<file path="src/rtl/timer_ctrl.sv">
// timer_ctrl: programmable interval timer built from a prescaler and a
// period down-counter, with one-shot/periodic modes, pause, restart and abort.
module timer_ctrl #(
  parameter int unsigned CLK_DIV = 25000,
  parameter int unsigned WIDTH   = 16
) (
  input  logic             i_clk,
  input  logic             i_reset,
  input  logic             i_start,
  input  logic             i_stop,
  input  logic             i_pause,
  input  logic             i_periodic,
  input  logic [WIDTH-1:0] i_period,
  output logic [WIDTH-1:0] o_count,
  output logic             o_tick,
  output logic             o_expire,
  output logic             o_err,
  output logic             o_busy,
  output logic [1:0]       o_state
);

  localparam int unsigned PW = (CLK_DIV > 1) ? $clog2(CLK_DIV) : 1;
  localparam logic [PW-1:0]    PRE_MAX   = PW'(CLK_DIV - 1);
  localparam logic [WIDTH-1:0] COUNT_ONE = WIDTH'(1);

  typedef enum logic [1:0] {
    S_IDLE    = 2'd0,
    S_RUNNING = 2'd1,
    S_PAUSED  = 2'd2,
    S_DONE    = 2'd3
  } state_t;

  state_t           state_q, state_d;
  logic [PW-1:0]    pre_q, pre_d;
  logic [WIDTH-1:0] count_q, count_d;
  logic [WIDTH-1:0] period_q, period_d;
  logic             periodic_q, periodic_d;
  logic             expire_d, err_d;
  logic             active_c;
  logic             start_ok_c;

  // Timebase advances whenever a live timer sees pause low; releasing a pause
  // is effective on the same edge, so the delay equals the cycles held paused.
  assign active_c   = ((state_q == S_RUNNING) || (state_q == S_PAUSED)) && !i_pause;
  assign start_ok_c = i_start && (i_period != '0);

  assign o_tick  = active_c && (pre_q == PRE_MAX);
  assign o_count = count_q;
  assign o_state = state_q;
  assign o_busy  = (state_q == S_RUNNING) || (state_q == S_PAUSED);

  // State, counters and output pulse registers
  always_ff @(posedge i_clk or posedge i_reset) begin
    if (i_reset) begin
      state_q    <= S_IDLE;
      pre_q      <= '0;
      count_q    <= '0;
      period_q   <= '0;
      periodic_q <= 1'b0;
      o_expire   <= 1'b0;
      o_err      <= 1'b0;
    end else begin
      state_q    <= state_d;
      pre_q      <= pre_d;
      count_q    <= count_d;
      period_q   <= period_d;
      periodic_q <= periodic_d;
      o_expire   <= expire_d;
      o_err      <= err_d;
    end
  end

  // Next-state: stop > accepted start > pause > tick
  always_comb begin
    state_d    = state_q;
    pre_d      = pre_q;
    count_d    = count_q;
    period_d   = period_q;
    periodic_d = periodic_q;
    expire_d   = 1'b0;
    err_d      = 1'b0;

    if (i_stop) begin
      state_d = S_IDLE;
      count_d = '0;
      pre_d   = '0;
    end else if (start_ok_c) begin
      period_d   = i_period;
      periodic_d = i_periodic;
      count_d    = i_period;
      pre_d      = '0;
      state_d    = S_RUNNING;
    end else begin
      // A zero-period start is flagged and otherwise ignored
      err_d = i_start;
      case (state_q)
        S_RUNNING, S_PAUSED: begin
          if (i_pause) begin
            state_d = S_PAUSED;
          end else begin
            state_d = S_RUNNING;
            if (pre_q == PRE_MAX) begin
              pre_d = '0;
              if (count_q > COUNT_ONE) begin
                count_d = count_q - COUNT_ONE;
              end else begin
                expire_d = 1'b1;
                if (periodic_q) begin
                  count_d = period_q;
                end else begin
                  count_d = '0;
                  state_d = S_DONE;
                end
              end
            end else begin
              pre_d = pre_q + PW'(1);
            end
          end
        end
        default: pre_d = '0;
      endcase
    end
  end

endmodule

</file>
<file path="config.mk">
export PLATFORM = sky130hd
export DESIGN_NAME = timer_ctrl
export DESIGN_NICKNAME = d
export VERILOG_FILES = /design/src/rtl/timer_ctrl.sv
export SDC_FILE = /design/constraint.sdc
export NUM_CORES = 1
export LEC_CHECK = 0
export CELL_PAD_IN_SITES_DETAIL_PLACEMENT = 0
export CELL_PAD_IN_SITES_GLOBAL_PLACEMENT = 1
export CORE_ASPECT_RATIO = 0.8
export CORE_MARGIN = 2
export CORE_UTILIZATION = 45
export DETAILED_ROUTE_END_ITERATION = 8
export GPL_ROUTABILITY_DRIVEN = 1
export PLACE_DENSITY_LB_ADDON = 0.1
export SYNTH_ARGS = -nofsm -noshare
export SYNTH_HDL_FRONTEND = slang
export SYNTH_SLANG_ARGS = --single-unit
</file>
<file path="constraint.sdc">
create_clock -name i_clk -period 5.32 [get_ports i_clk]
set_input_delay 1.596 -clock i_clk [delete_from_list [all_inputs] [get_ports i_clk]]
set_output_delay 1.596 -clock i_clk [all_outputs]
set_load 0.1 [all_outputs]
</file>
Yosys cells after proc, flatten, opt, wreduce, memory -nomap -nowiden
Cells that the tools add are included.
- register bits after elaboration: 52
- bits in latches: 0
- RAM bits: 0
- bits in read-only memories: 0
- bits of input ports: 22
- memories: 0
- add/sub/neg operators: 2
- multiply operators: 0
- div/mod/pow operators: 0
- $lt $le $gt $ge: 1
- equal/unequal tests: 5
- shift operators: 0
- mux-type cells: 27
- bitwise operators: 1
- reduce and logical (&&, ||, !) cells: 11
- operators by type and width (kind ; count):
    2-to-1 mux 16 bit ; 7
    2-to-1 mux 15 bit ; 5
    greater-than comparator 16 x 1 -> 1 bit (second input constant) ; 1
    nonzero test 16 bit ; 1
    subtractor 16 x 1 -> 16 bit (second input constant) ; 1
    adder 15 x 1 -> 15 bit (second input constant) ; 1
    == test 15 bit (second input constant) ; 1
    2-to-1 mux 2 bit ; 7
    2-to-1 mux 1 bit ; 8
    nonzero test 3 bit ; 2
    != test 4 bit (second input constant) ; 1
    logical AND 1 bit ; 3
    != test 3 x 2 -> 1 bit (second input constant) ; 1
    AND reduction 3 bit ; 1
    == test 2 x 1 -> 1 bit (second input constant) ; 1
    == test 2 bit (second input constant) ; 1
    AND reduction 2 bit ; 1
    OR reduction 2 bit ; 1
    logical NOT 1 bit ; 1
    logical OR 1 bit ; 1
    inverter 1 bit ; 1

Longest topological paths before layout
Gate-level depths: netlist of run 1.
- depth in word-level cells: 7
- gate-level depth with buffers: 9
- depth with buffers taken out: 7

Worst setup path after synthesis of run 1
Ideal clock, no wire load.
- path kind: input to output
- start point: input i_pause
- end point: output o_tick
- arrival time: 2.269 ns
- data required time: 3.724 ns
- slack: 1.455 ns
- cell stages on the path: 3
- cell sequence: nor2_1 -> nand2_4 -> inv_2
- word-level cells in the longest chain between the ends: 3
- ends and longest elaborated chain (item ; RTL line ; text):
    start, declared ; 11 ; input logic i_pause,
    logical NOT 1 bit ; 44 ; assign active_c = ((state_q == S_RUNNING) || (state_q == S_PAUSED)) && !i_pause;
    logical AND 1 bit ; 44 ;
    logical AND 1 bit ; 47 ; assign o_tick = active_c && (pre_q == PRE_MAX);
    end, declared ; 15 ; output logic o_tick,
Every way passes these cells.

Worst setup path after layout of run 1
Ends and elaborated chain as after synthesis.

==> impl_metrics.py, run 1 <==
metrics = {
    "clock_network": {
        "cts_sinks": 52,
        "clk_path_buf_depth": 2,
        "htreeDepth": 2,
        "worstSkewPairLatency_ns": 0.31,
        "postCtsSetupBuffers": 0,
        "cts_tree": "yes",
        "cts_buffers": 5,
        "ctsHoldBuffers": 0,
        "post_cts_resized": 0,
        "cts-root-buf": "clkbuf_8",
        "clk_pin_slew_ns": 0.09,
    },
    "synthesis": {
        "synth_warnings": 0,
        "syn_area_per_cell_um2": 8.98,
        "synthArstFlopShare_pct": 100,
        "synth_adder_area_share_pct": 1.46,
        "yosysTopAreaCell": "dfrtp_1",
        "synthTopCellsByCount": "72 x nand2_1, 52 x dfrtp_1, 20 x nor2_1",
        "muxShareOfSynthArea_pct": 2.73,
        "synth_top_family_by_area": "simple AND/OR/NAND/NOR gates",
        "syn_nets": 387,
        "synthSimpleGateAreaFrac_pct": 29.8,
        "synthTopCellsByArea": "dfrtp_1 40%, nand2_1 8.3%, nor4_2 3.1%, a21oi_1 2.6%, o2bb2ai_1 2.4%",
        "synth_compound_area_share_pct": 17.4,
        "ys_types": 69,
        "synth_most_common_cell": "nand2_1",
        "yosysSeqAreaShare_pct": 40.0,
        "synth_xor_area_share_pct": 2.96,
        "yosysTopAreaCellShare_pct": 40.0,
        "synth.cell_area_mm2": 0.00325,
        "synth_edf_count": 0,
        "ys_ff_latch": 52,
        "synth-main-ff-cell": "dfrtp_1",
        "netlist_instances": 362,
    },
    "detailed_routing": {
        "first_iter_violations": 257,
        "drc_errors": 0,
        "wl_per_cell_um": 19.1,
        "vias": 2943,
        "via_per_inst": 6.08,
        "ant_nets": 0,
        "first_pass_iters": 5,
        "drt-total-wl_um": 9240,
    },
    "floorplan": {
        "dieWidth_um": 99.0,
        "ios": 44,
        "rows": 27,
        "coreArea_mm2": 0.00693,
        "die_area_mm2": 0.00792,
        "die_y_um": 80.0,
        "start_util_pct": 46.9,
    },
    "timing": {
        "rsz0062_at_grt": "no",
        "slew_violations": 0,
        "finalSetupViolations": 0,
        "period_minus_slack_ns": 4.36,
        "slew_headroom_pct": 29.8,
        "fin_crit_sh_pct": 81.9,
        "worst_slew_pin_slew_ns": 1.05,
        "tns_ns": 0,
        "hold_ws_ns": 0.487,
        "fmax_mhz": 230,
        "skew_ns": 0.0154,
        "setup_ws_ns": 0.963,
        "hold_viol_final": 0,
    },
    "global_route": {
        "grt_pass1_vias": 2683,
        "grt_overflow": 0,
        "grt_max_degree": 45,
        "grt_first_pass_wirelength_um": 14800,
        "grt_use_total_pct": 24.2,
        "grt_antenna_before_repair": 0,
    },
    "layout": {
        "finalNetCount": 421,
        "layout-drive-gt1-share_pct": 8.31,
        "utilization_pct": 54.9,
        "synthToLayoutAreaGrowth_pct": 16.9,
        "final_cell_area_mm2": 0.00380,
        "n_antenna_cell": 0,
    },
    "job": {
        "drv_cap": 0,
    },
    "worst_setup_path": {
        "cp-end-kind": "output port",
        "cp.arrival_ns": 2.76,
        "crit_path_start_kind": "input port",
        "reg2reg_slack_ns": 2.69,
        "path_max_fanout": 8,
        "path_class": "in2out",
        "required_ns": 3.72,
    },
    "placement": {
        "portBuffers": 43,
        "placedInstanceArea_mm2": 0.00369,
        "gp_congestion": 0.847,
        "dpl.hpwl_um": 6580,
        "pre_cts_ws_ns": 0.997,
    },
    "pwr": {
        "ir_worst_vdd_uv": 156,
        "pwr_density_cell_mw_per_mm2": 259,
        "p_leak_nw": 1.55,
    },
    "min_path": {
        "min_path_type": "reg2reg",
    },
    "outcome": {
        "status": "complete, no violations",
    },
}
flip-flops by register name, summed over array words and instances, names as in the netlist:
| name | cells |
|---|---|
| o_count | 16 |
| o_err | 1 |
| o_expire | 1 |
| o_state | 2 |
| period_q | 16 |
| periodic_q | 1 |
| pre_q | 15 |
power breakdown:
part           switching [mW]  internal, mW  total (mW)
Combinational           0.173        0.0788       0.252
Clock                   0.135         0.140       0.275
Sequential             0.0349         0.421       0.456
worst paths after layout:
path                           endpoint  cells after the start          from
min reg2reg                period_q[10]                      2  period_q[10]
min                        period_q[10]                      2  period_q[10]
min in group asynchronous      pre_q[6]                      2       i_reset
max in group asynchronous    o_count[0]                      3       i_reset
max                              o_tick                      5       i_pause
max reg2reg                  o_count[9]                      7    o_count[0]
cell families after synthesis:
kind of cell               count (synthesis)
and+or+nand+nor                          174
buffers and inverters                     32
adders and majority gates                  4
muxes                                      8
xor gates and xnor gates                  11
AOI/OAI and AO/OA                         81
DFF                                       52
through the flow:
| step | std cells | power (mW) |
|---|---|---|
| after floorplan | 362 | 0.642 |
| after global placement | 476 | 0.711 |
| after detailed placement | 476 | 0.714 |
| after CTS | 484 | 0.990 |
| after global routing | 484 | 1.03 |
| final | 484 | 0.983 |
critical path, stage by stage:
cell and delay, ns:
clkdlybuf4s50_1 0.43, nor2_1 0.24, nand2_4 0.10, inv_2 0.18, buf_12 0.20
metal layers:
layer | routed length, um | GRT usage [%]
met5 | 0 | 0
met4 | 77 | 5.07
met3 | 625 | 3.50
met2 | 3720 | 32.8
met1 | 4820 | 39.9
cell usage in the layout (no fill, tap or decap), drive strengths merged, types with 2 or more instances in the layout:
cell / netlist / final
a211oi: 2 / 2
a21oi: 17 / 17
a221o: 2 / 2
a22oi: 3 / 3
a31oi: 11 / 11
a41oi: 3 / 3
and2: 3 / 3
and3: 4 / 4
buf: 6 / 5
clkbuf: 13 / 6
clkdlybuf4s50: 0 / 42
dfrtp: 52 / 52
ha: 3 / 3
inv: 12 / 12
mux2: 7 / 7
nand2: 74 / 74
nand2b: 2 / 2
nand3: 11 / 11
nand4: 10 / 10
nand4b: 5 / 5
nor2: 21 / 21
nor2b: 3 / 3
nor3: 10 / 10
nor4: 14 / 14
o2111ai: 3 / 3
o211a: 3 / 3
o211ai: 2 / 2
o21ai: 15 / 15
o2bb2ai: 9 / 9
o41ai: 2 / 2
or2: 2 / 2
or3: 4 / 4
or4: 4 / 4
or4b: 2 / 2
xnor2: 2 / 2
xor2: 9 / 9
cell type report:
cell class / count / area (um^2)
clock buffer: 6 / 72.6
multi-input combinational: 278 / 1770
timing repair buffer: 47 / 470
tap: 87 / 109
fill: 667 / 3120
clock inverter: 2 / 35.0
inverter: 12 / 45.0
sequential: 52 / 1300
No activity file was read; power rests on OpenSTA's default activity.
==> inputs of run 2 (changes only) <==
--- a/config.mk
+++ b/config.mk
@@ -9,7 +9,7 @@
 export CELL_PAD_IN_SITES_GLOBAL_PLACEMENT = 1
 export CORE_ASPECT_RATIO = 0.8
 export CORE_MARGIN = 2
-export CORE_UTILIZATION = 45
+export CORE_UTILIZATION = 38
 export DETAILED_ROUTE_END_ITERATION = 8
 export GPL_ROUTABILITY_DRIVEN = 1
 export PLACE_DENSITY_LB_ADDON = 0.1
==> constraint.sdc (replaced) <==
create_clock -name i_clk -period 3.9 [get_ports i_clk]
set_input_delay 1.17 -clock i_clk [delete_from_list [all_inputs] [get_ports i_clk]]
set_output_delay 1.17 -clock i_clk [all_outputs]
set_load 0.1 [all_outputs]
==> impl_metrics.py, run 2 (same netlist as run 1, synthesis figures left out) <==
metrics = {
    "outcome": {
        "status": "complete, no violations",
    },
    "pwr": {
        "pwr_density_cell_mw_per_mm2": 341,
        "seqPwrFrac_pct": 47.3,
        "sw_frac_of_total_pct": 36.1,
        "power.internal_mw": 0.839,
        "p_sw_mw": 0.475,
        "ir_worst_vdd_uv": 168,
        "p_leak_nw": 1.62,
        "combPwrFrac_pct": 26.3,
        "p_clk_share_pct": 26.5,
        "power.total_mw": 1.31,
    },
    "timing": {
        "finalSetupViolations": 0,
        "tns_ns": 0,
        "hold_ws_ns": 0.481,
        "slew_headroom_pct": 34.4,
        "rsz0062_at_grt": "no",
        "fin_crit_sh_pct": 88.3,
        "slew_violations": 0,
        "skew_ns": 0.0150,
        "period_minus_slack_ns": 3.45,
        "hold_viol_final": 0,
        "fmax_mhz": 290,
        "worst_slew_pin_slew_ns": 0.980,
    },
    "layout": {
        "fillers": 849,
        "n_antenna_cell": 0,
        "finalNetCount": 431,
        "final_common_cell": "nand2_1",
        "synthToLayoutAreaGrowth_pct": 18.4,
        "final_cell_mix": "72 x nand2_1, 52 x dfrtp_1, 33 x buf_4",
        "layout-drive-gt1-share_pct": 15.3,
    },
    "worst_setup_path": {
        "critical_path.endpoint": "o_tick",
        "path_max_fanout": 4,
        "r2r-end": "o_count[9]",
        "crit_path_start": "i_pause",
        "path_class": "in2out",
        "r2r_start": "o_count[0]",
        "cp.arrival_ns": 2.28,
        "required_ns": 2.73,
        "crit_path_start_kind": "input port",
        "reg2reg_slack_ns": 1.21,
        "cp-end-kind": "output port",
        "reg2regPathDepth": 7,
    },
    "global_route": {
        "grt_overflow": 0,
        "grt_antenna_before_repair": 0,
        "grt_use_total_pct": 21.7,
        "grt_pass1_vias": 2752,
        "grt_first_pass_wirelength_um": 15400,
        "grt_max_degree": 29,
    },
    "clock_network": {
        "cts_tree": "yes",
        "clk_path_buf_depth": 2,
        "ctsHoldBuffers": 0,
        "postCtsSetupBuffers": 0,
        "clk_pin_slew_ns": 0.09,
        "cts_sinks": 52,
        "htreeDepth": 2,
        "cts-root-buf": "clkbuf_8",
        "worstSkewPairLatency_ns": 0.32,
        "cts_buffers": 5,
        "post_cts_resized": 0,
    },
    "floorplan": {
        "coreArea_mm2": 0.00841,
        "die_area_mm2": 0.00931,
        "dieWidth_um": 107,
        "die_y_um": 86.7,
        "rows": 30,
        "ios": 44,
        "start_util_pct": 38.7,
    },
    "detailed_routing": {
        "first_pass_iters": 5,
        "wl_per_cell_um": 19.1,
        "drc_errors": 0,
        "first_iter_violations": 204,
        "drt-total-wl_um": 9880,
        "via_per_inst": 5.73,
        "vias": 2968,
        "ant_nets": 0,
    },
    "placement": {
        "gp_congestion": 0.871,
        "portBuffers": 43,
        "dpl.hpwl_um": 7180,
    },
    "min_path": {
        "min_path_type": "reg2reg",
    },
    "job": {
        "drv_cap": 0,
    },
}
## run 2: cell count changes in the layout (fill, tap and decap cells not counted), sizes merged
cell,delta
buf,+29
clkdlybuf4s50,-19
bufinv,-1
clkbuf,+1
clkinv,-1
## run 2: area by class of cell
class | count | area, um^2 | area share [%]
Multi-Input combinational cell | 278 | 1770 | 45.9
Sequential cell | 52 | 1300 | 33.8
Timing Repair Buffer | 57 | 498 | 12.9
Tap cell | 112 | 140 | 3.64
Clock buffer | 7 | 96.3 | 2.50
Inverter | 12 | 45.0 | 1.17
## run 2: critical path, stage by stage
cell             delay [ns]
clkdlybuf4s50_1        0.44
nor2_1                 0.24
nand2_4                0.11
inv_2                  0.12
buf_12                 0.18
## run 2: through the flow
| stage | instances | utilization (%) | area [um^2] | setup slack, ns |
|---|---|---|---|---|
| 2_1_floorplan | 362 | - | 3250 | 0.735 |
| 3_3_place_gp | 511 | 44.6 | 3750 | 0.474 |
| 3_5_place_dp | 511 | 44.6 | 3750 | 0.430 |
| 4_1_cts | 518 | 45.8 | 3850 | 0.462 |
| 5_1_grt | 518 | 45.8 | 3850 | 0.430 |
| 6_report | 518 | 45.8 | 3850 | 0.455 |
## run 2: per-layer routing
layer  part of all wire (%)  global-route usage, %  vias up
met2                     40                   29.2       97
met5                      0                      0        -
met4                   0.80                   4.78        0
met3                    6.1                   3.53        8
met1                     53                   35.6     1449
li1                       -                      -     1414
## run 2: how the worst min path moves through the flow
stage	from	end	cells after the start
final	period_q[0]	period_q[0]	2
after detailed placement	period_q[0]	period_q[0]	2
after global placement	period_q[0]	period_q[0]	2
after floorplan	period_q[1]	period_q[1]	2
after CTS	period_q[0]	period_q[0]	2
after global routing	period_q[3]	period_q[3]	2
## run 2: power by group through the flow
stage	combinational, mW	clock (mW)	sequential, mW
after floorplan	0.166	0	0.711
after global placement	0.343	0	0.631
after detailed placement	0.345	0	0.632
after CTS	0.346	0.350	0.621
after global routing	0.371	0.372	0.629
final	0.345	0.348	0.621
